===== config.mk =====
export PLATFORM = sky130hd
export DESIGN_NAME = id_issue_stage
export DESIGN_NICKNAME = d
export VERILOG_FILES = /design/src/rtl/id_issue_stage.sv
export SDC_FILE = /design/constraint.sdc
export NUM_CORES = 1
export LEC_CHECK = 0
export CORE_ASPECT_RATIO = 1.75
export CORE_MARGIN = 2
export CORE_UTILIZATION = 40
export CTS_CLUSTER_DIAMETER = 200
export DETAILED_ROUTE_END_ITERATION = 16
export GPL_TIMING_DRIVEN = 0
export PLACE_DENSITY = 0.8
export SLEW_MARGIN = 20
export SYNTH_ARGS = -nofsm -noshare
export SYNTH_HDL_FRONTEND = slang
export SYNTH_SLANG_ARGS = --single-unit

===== constraint.sdc =====
create_clock -name clk -period 2.4 [get_ports clk]
set_clock_uncertainty 0.15 [all_clocks]
set_input_delay 0.24 -clock clk [delete_from_list [all_inputs] [get_ports clk]]
set_output_delay 0.24 -clock clk [all_outputs]
set_load 0.005 [all_outputs]

===== src/rtl/id_issue_stage.sv =====
// Decode/issue stage: decodes the fetched instruction and reads operands with write-back bypass.
// Tracks in-flight destinations in a busy scoreboard and issues through a one-entry output register.
module id_issue_stage (
  input  logic        clk,
  input  logic        rst,
  input  logic        in_valid,
  output logic        in_ready,
  input  logic [31:0] in_instr,
  input  logic [31:0] in_pc,
  output logic [4:0]  rf_a1,
  output logic [4:0]  rf_a2,
  input  logic [31:0] rf_rd1,
  input  logic [31:0] rf_rd2,
  input  logic        wb_we,
  input  logic [4:0]  wb_rd,
  input  logic [31:0] wb_data,
  input  logic        flush,
  output logic        out_valid,
  input  logic        out_ready,
  output logic [31:0] out_pc,
  output logic [31:0] out_rs1_val,
  output logic [31:0] out_rs2_val,
  output logic [31:0] out_imm,
  output logic [4:0]  out_rd,
  output logic        out_rd_we,
  output logic [6:0]  out_opcode,
  output logic [2:0]  out_funct3,
  output logic        out_funct7b5,
  output logic        out_illegal
);

  localparam int unsigned XLEN = 32;
  localparam int unsigned REGW = 5;
  localparam int unsigned NREG = 32;

  localparam logic [6:0] OP_R      = 7'b0110011;
  localparam logic [6:0] OP_IMM    = 7'b0010011;
  localparam logic [6:0] OP_LOAD   = 7'b0000011;
  localparam logic [6:0] OP_JALR   = 7'b1100111;
  localparam logic [6:0] OP_STORE  = 7'b0100011;
  localparam logic [6:0] OP_BRANCH = 7'b1100011;
  localparam logic [6:0] OP_LUI    = 7'b0110111;
  localparam logic [6:0] OP_AUIPC  = 7'b0010111;
  localparam logic [6:0] OP_JAL    = 7'b1101111;

  logic [6:0]      opcode;
  logic [REGW-1:0] rd, rs1, rs2;
  logic            use_rs1, use_rs2, use_rd, illegal;
  logic [XLEN-1:0] imm;
  logic            rd_we;
  logic            byp1, byp2;
  logic [XLEN-1:0] rs1_val, rs2_val;
  logic            raw1, raw2, waw, stall;
  logic            accept;
  logic            flush_clr;
  logic [NREG-1:1] busy, busy_nxt;
  logic [NREG-1:0] busy_full;

  assign opcode = in_instr[6:0];
  assign rd     = in_instr[11:7];
  assign rs1    = in_instr[19:15];
  assign rs2    = in_instr[24:20];
  assign rf_a1  = rs1;
  assign rf_a2  = rs2;

  // Register-use class and immediate format by opcode
  always_comb begin
    use_rs1 = 1'b0;
    use_rs2 = 1'b0;
    use_rd  = 1'b0;
    illegal = 1'b0;
    imm     = '0;
    case (opcode)
      OP_R: begin
        use_rs1 = 1'b1;
        use_rs2 = 1'b1;
        use_rd  = 1'b1;
      end
      OP_IMM, OP_LOAD, OP_JALR: begin
        use_rs1 = 1'b1;
        use_rd  = 1'b1;
        imm     = {{20{in_instr[31]}}, in_instr[31:20]};
      end
      OP_STORE: begin
        use_rs1 = 1'b1;
        use_rs2 = 1'b1;
        imm     = {{20{in_instr[31]}}, in_instr[31:25], in_instr[11:7]};
      end
      OP_BRANCH: begin
        use_rs1 = 1'b1;
        use_rs2 = 1'b1;
        imm     = {{19{in_instr[31]}}, in_instr[31], in_instr[7],
                   in_instr[30:25], in_instr[11:8], 1'b0};
      end
      OP_LUI, OP_AUIPC: begin
        use_rd = 1'b1;
        imm    = {in_instr[31:12], 12'b0};
      end
      OP_JAL: begin
        use_rd = 1'b1;
        imm    = {{11{in_instr[31]}}, in_instr[31], in_instr[19:12],
                  in_instr[20], in_instr[30:21], 1'b0};
      end
      default: illegal = 1'b1;
    endcase
  end

  assign rd_we = use_rd && (rd != '0);

  // Same-cycle write-back forwarding into the operand capture
  assign byp1    = wb_we && (wb_rd != '0) && (wb_rd == rs1);
  assign byp2    = wb_we && (wb_rd != '0) && (wb_rd == rs2);
  assign rs1_val = byp1 ? wb_data : rf_rd1;
  assign rs2_val = byp2 ? wb_data : rf_rd2;

  assign busy_full = {busy, 1'b0};
  assign raw1  = use_rs1 && busy_full[rs1] && !byp1;
  assign raw2  = use_rs2 && busy_full[rs2] && !byp2;
  assign waw   = rd_we && busy_full[rd] && !(wb_we && (wb_rd == rd));
  assign stall = raw1 || raw2 || waw;

  assign in_ready  = !flush && !stall && (!out_valid || out_ready);
  assign accept    = in_valid && in_ready;
  assign flush_clr = flush && out_valid && out_rd_we;

  // Scoreboard update; a set on the same bit overrides any clear
  always_comb begin
    busy_nxt = busy;
    for (int unsigned i = 1; i < NREG; i++) begin
      busy_nxt[i] = (accept && rd_we && (rd == REGW'(i))) ||
                    (busy[i] && !((wb_we && (wb_rd == REGW'(i))) ||
                                  (flush_clr && (out_rd == REGW'(i)))));
    end
  end

  always_ff @(posedge clk or negedge rst) begin
    if (!rst) begin
      busy         <= '0;
      out_valid    <= 1'b0;
      out_pc       <= '0;
      out_rs1_val  <= '0;
      out_rs2_val  <= '0;
      out_imm      <= '0;
      out_rd       <= '0;
      out_rd_we    <= 1'b0;
      out_opcode   <= '0;
      out_funct3   <= '0;
      out_funct7b5 <= 1'b0;
      out_illegal  <= 1'b0;
    end else begin
      busy <= busy_nxt;
      if (flush) begin
        out_valid <= 1'b0;
      end else if (accept) begin
        out_valid    <= 1'b1;
        out_pc       <= in_pc;
        out_rs1_val  <= rs1_val;
        out_rs2_val  <= rs2_val;
        out_imm      <= imm;
        out_rd       <= rd;
        out_rd_we    <= rd_we;
        out_opcode   <= opcode;
        out_funct3   <= in_instr[14:12];
        out_funct7b5 <= in_instr[30];
        out_illegal  <= illegal;
      end else if (out_ready) begin
        out_valid <= 1'b0;
      end
    end
  end

endmodule


==> run metrics <==
asr flop ratio synth 1.00; Hold Crit Class in -> reg; CTS tree done; fillers 1810; FP Rows 75; share of layout cells above drive strength 1 0.310; Slew @ Worst Pin 1000 ps; fin nets 1335; violated checks negative setup slack; worst setup path startpoint in_instr[15]; GR Util All Layers 0.282; arrival time of the worst setup path 2520 ps; final hold vios 0; Slew Limit Fails 0; RSZ-0062 raised after global routing true; Peak VDD IR 0.522 mV; Crit path largest cell delay 510 ps; Avg WL per Cell 25.2 um; cell area power density 607 nW/um2; DRT Wirelength 37.4 mm; final period utilization 1.21; Routed Antenna Nets 0; Synth top area share 0.453; first-pass GRT wire length 53.4 mm; setup TNS -63840 ps; die height 211 um; Tot Pwr 0.00921 W; Post-synth EDFFs 0; Via Count 8316; Critical Path Sink Type primary output; Num CTS Buffers 17; clock tree buffer depth 2; Top-Level Pins 329; clk_lat worst skew 440 ps; Mapped Nets 969; vias in the first global route 8921; Synth Area per Inst 12.3 um2; synthesized area 9830 um2; Die X-Extent 122 um; R2R Setup Slk -470 ps; core box area 24000 um2; post-route cell area 15200 um2; WHS Path Cells 3; Multi-input gate area 5250 um2; post-synth top area cell dfrtp_1; dpl cell area 13600 um2; crit path cell chain dlygate4sd2_1, buf_6, mux4_2, mux2_4, a221oi_2, or4_4, nand2_2, nor4_4, buf_2; Slowest cell on crit path mux4_2; Yosys warning total 0; initial antenna violation count 2; first drt pass iteration count 7; top post-synthesis cells by area dfrtp_1, mux2_4, mux2_2, mux2_1, mux4_2; Placer Congestion 1.01; Synth top cells by count dfrtp_1, mux2_4, mux2_2; R2R Path End out_rs2_val[15]; leakage power 6.30 nW; largest net degree at the start of global routing 99; Main synth FF type dfrtp_1; placed cells 1424; most common cell in the netlist dfrtp_1; Cell variety after synth 49; Synth Register Bits 178; post-detail-place hpwl 27.5 mm; FMAX 344 MHz; Setup CP Type in -> out; hold path start in_instr[24]; Starting Density 0.409; clk root buf clkbuf_16; DP Worst Slack -1520 ps; # setup viols final 179; Worst Path Max Fanout 10; Overflow after GRT 0; DIE AREA 25900 um2; # clock sinks 178; initial DRC count 509; Req. time, crit path 2010 ps; # DRC 0; sequential area share after synthesis 0.453; final cell count without fillers 1487; Hold Path End out_imm[24]; final setup margin -511 ps; Worst-path clk slew 70 ps; reg-to-reg critical path startpoint busy[13]; area grow syn2layout 54.4%; status finished, violations left; Reg area 4450 um2; Max H-tree Level 4; input/output buffers 316; Max-slew headroom 0.332; startpoint types input pin; final period demand of the worst path 2910 ps; max-cap violation count 0; depth of the worst register-to-register path 9; post-DR vias/cell 5.59; Cells after Synth 798
how the worst max path moves through the flow:
stage / end / slack, ps / depth (start not counted)
finish: in_ready / -510 / 9
global route: in_ready / -540 / 6
CTS: out_rs2_val[20] / -470 / 9
detailed placement: in_ready / -1520 / 9
global placement: out_rs1_val[11] / -6420 / 1
floorplan: out_pc[0] / -410 / 11
placed cells by master (no fill, tap or decap), types with 4 or more instances in the layout:
cell type | netlist | routed
xor2_1 | 8 | 8
clkdlybuf4s50_1 | 0 | 307
buf_6 | 9 | 9
a22o_1 | 4 | 4
nor2b_1 | 10 | 10
nor2_1 | 14 | 14
xnor2_1 | 7 | 7
clkbuf_1 | 32 | 20
buf_8 | 0 | 7
dlygate4sd2_1 | 0 | 6
nand2b_1 | 6 | 6
buf_4 | 14 | 22
buf_16 | 0 | 4
clkbuf_2 | 0 | 8
o21ai_0 | 5 | 5
o221ai_1 | 33 | 32
a21oi_1 | 23 | 22
inv_1 | 32 | 32
clkbuf_16 | 0 | 25
dfrtp_1 | 178 | 178
buf_1 | 7 | 7
mux2_4 | 73 | 122
nand3_1 | 45 | 45
nor3_1 | 9 | 9
a221o_1 | 4 | 4
o21ai_2 | 0 | 30
clkbuf_8 | 0 | 5
and3_1 | 5 | 5
mux4_2 | 19 | 19
mux2i_1 | 31 | 29
mux2_2 | 69 | 66
nand2_1 | 30 | 29
buf_12 | 0 | 18
logic make-up (layout without fill, tap and decap cells):
logic type      after synthesis  in the layout  synth area share
flops                       178            178             0.453
buf+inv                     106            485            0.0542
compound gates              114            114            0.0808
simple gates                144            144            0.0765
mux                         241            241             0.322
xor+xnor                     15             15            0.0134
other cells                   0              2                 0
critical path: cells and delay by family:
family | cells | cell delay, ps
AO/OA/AOI/OAI | 1 | 260
buffers and inverters | 3 | 770
multiplexers | 2 | 800
AND/OR/NAND/NOR | 3 | 430
layer usage:
| layer | track usage | vias to the layer above | part of all wire |
|---|---|---|---|
| li1 | - | 3653 | - |
| met1 | 0.272 | 4099 | 0.32 |
| met2 | 0.519 | 429 | 0.55 |
| met3 | 0.0558 | 135 | 0.066 |
| met4 | 0.201 | 0 | 0.067 |
| met5 | 0 | - | 0 |
what timing repair did:
action	in CTS	in global routing
setup endpoints to repair	179	179
cloned	6	7
pin swaps	7	21
hold buffers	1	0
gates resized for setup	112	43
buffers inserted	18	2
endpoints found under the hold margin	80	0
cell type report:
cell class,count,share of cell area
Antenna cell,2,0.000330
Buffer,71,0.0437
Clock buffer,24,0.0317
Clock inverter,8,0.00660
Inverter,32,0.00792
Multi-Input combinational cell,514,0.346
Sequential cell,178,0.294
Tap cell,308,0.0254
Timing Repair Buffer,350,0.245
report_power, final:
group          internal (W)  total [W]  switching (W)
sequential          0.00340    0.00366       0.000260
clock               0.00162    0.00281        0.00120
combinational       0.00176    0.00273       0.000970
total               0.00678    0.00921        0.00243
through the flow:
stage	hold WS, ps	utilization
after detailed placement	116	0.567
after floorplan	-206	-
after CTS	79.8	0.620
after global placement	317	0.565
after global routing	114	0.632
final	91.5	0.632
registers in the layout (all words and copies together), names as in the netlist:
| signal | flops |
|---|---|
| out_rs1_val | 32 |
| out_funct7b5 | 1 |
| out_funct3 | 3 |
| out_rd | 5 |
| out_imm | 32 |
| out_rs2_val | 32 |
| busy | 31 |
| out_pc | 32 |
| out_valid | 1 |
| out_opcode | 7 |
| out_illegal | 1 |
| out_rd_we | 1 |
Note: power is estimated with default switching activity, not from simulation.
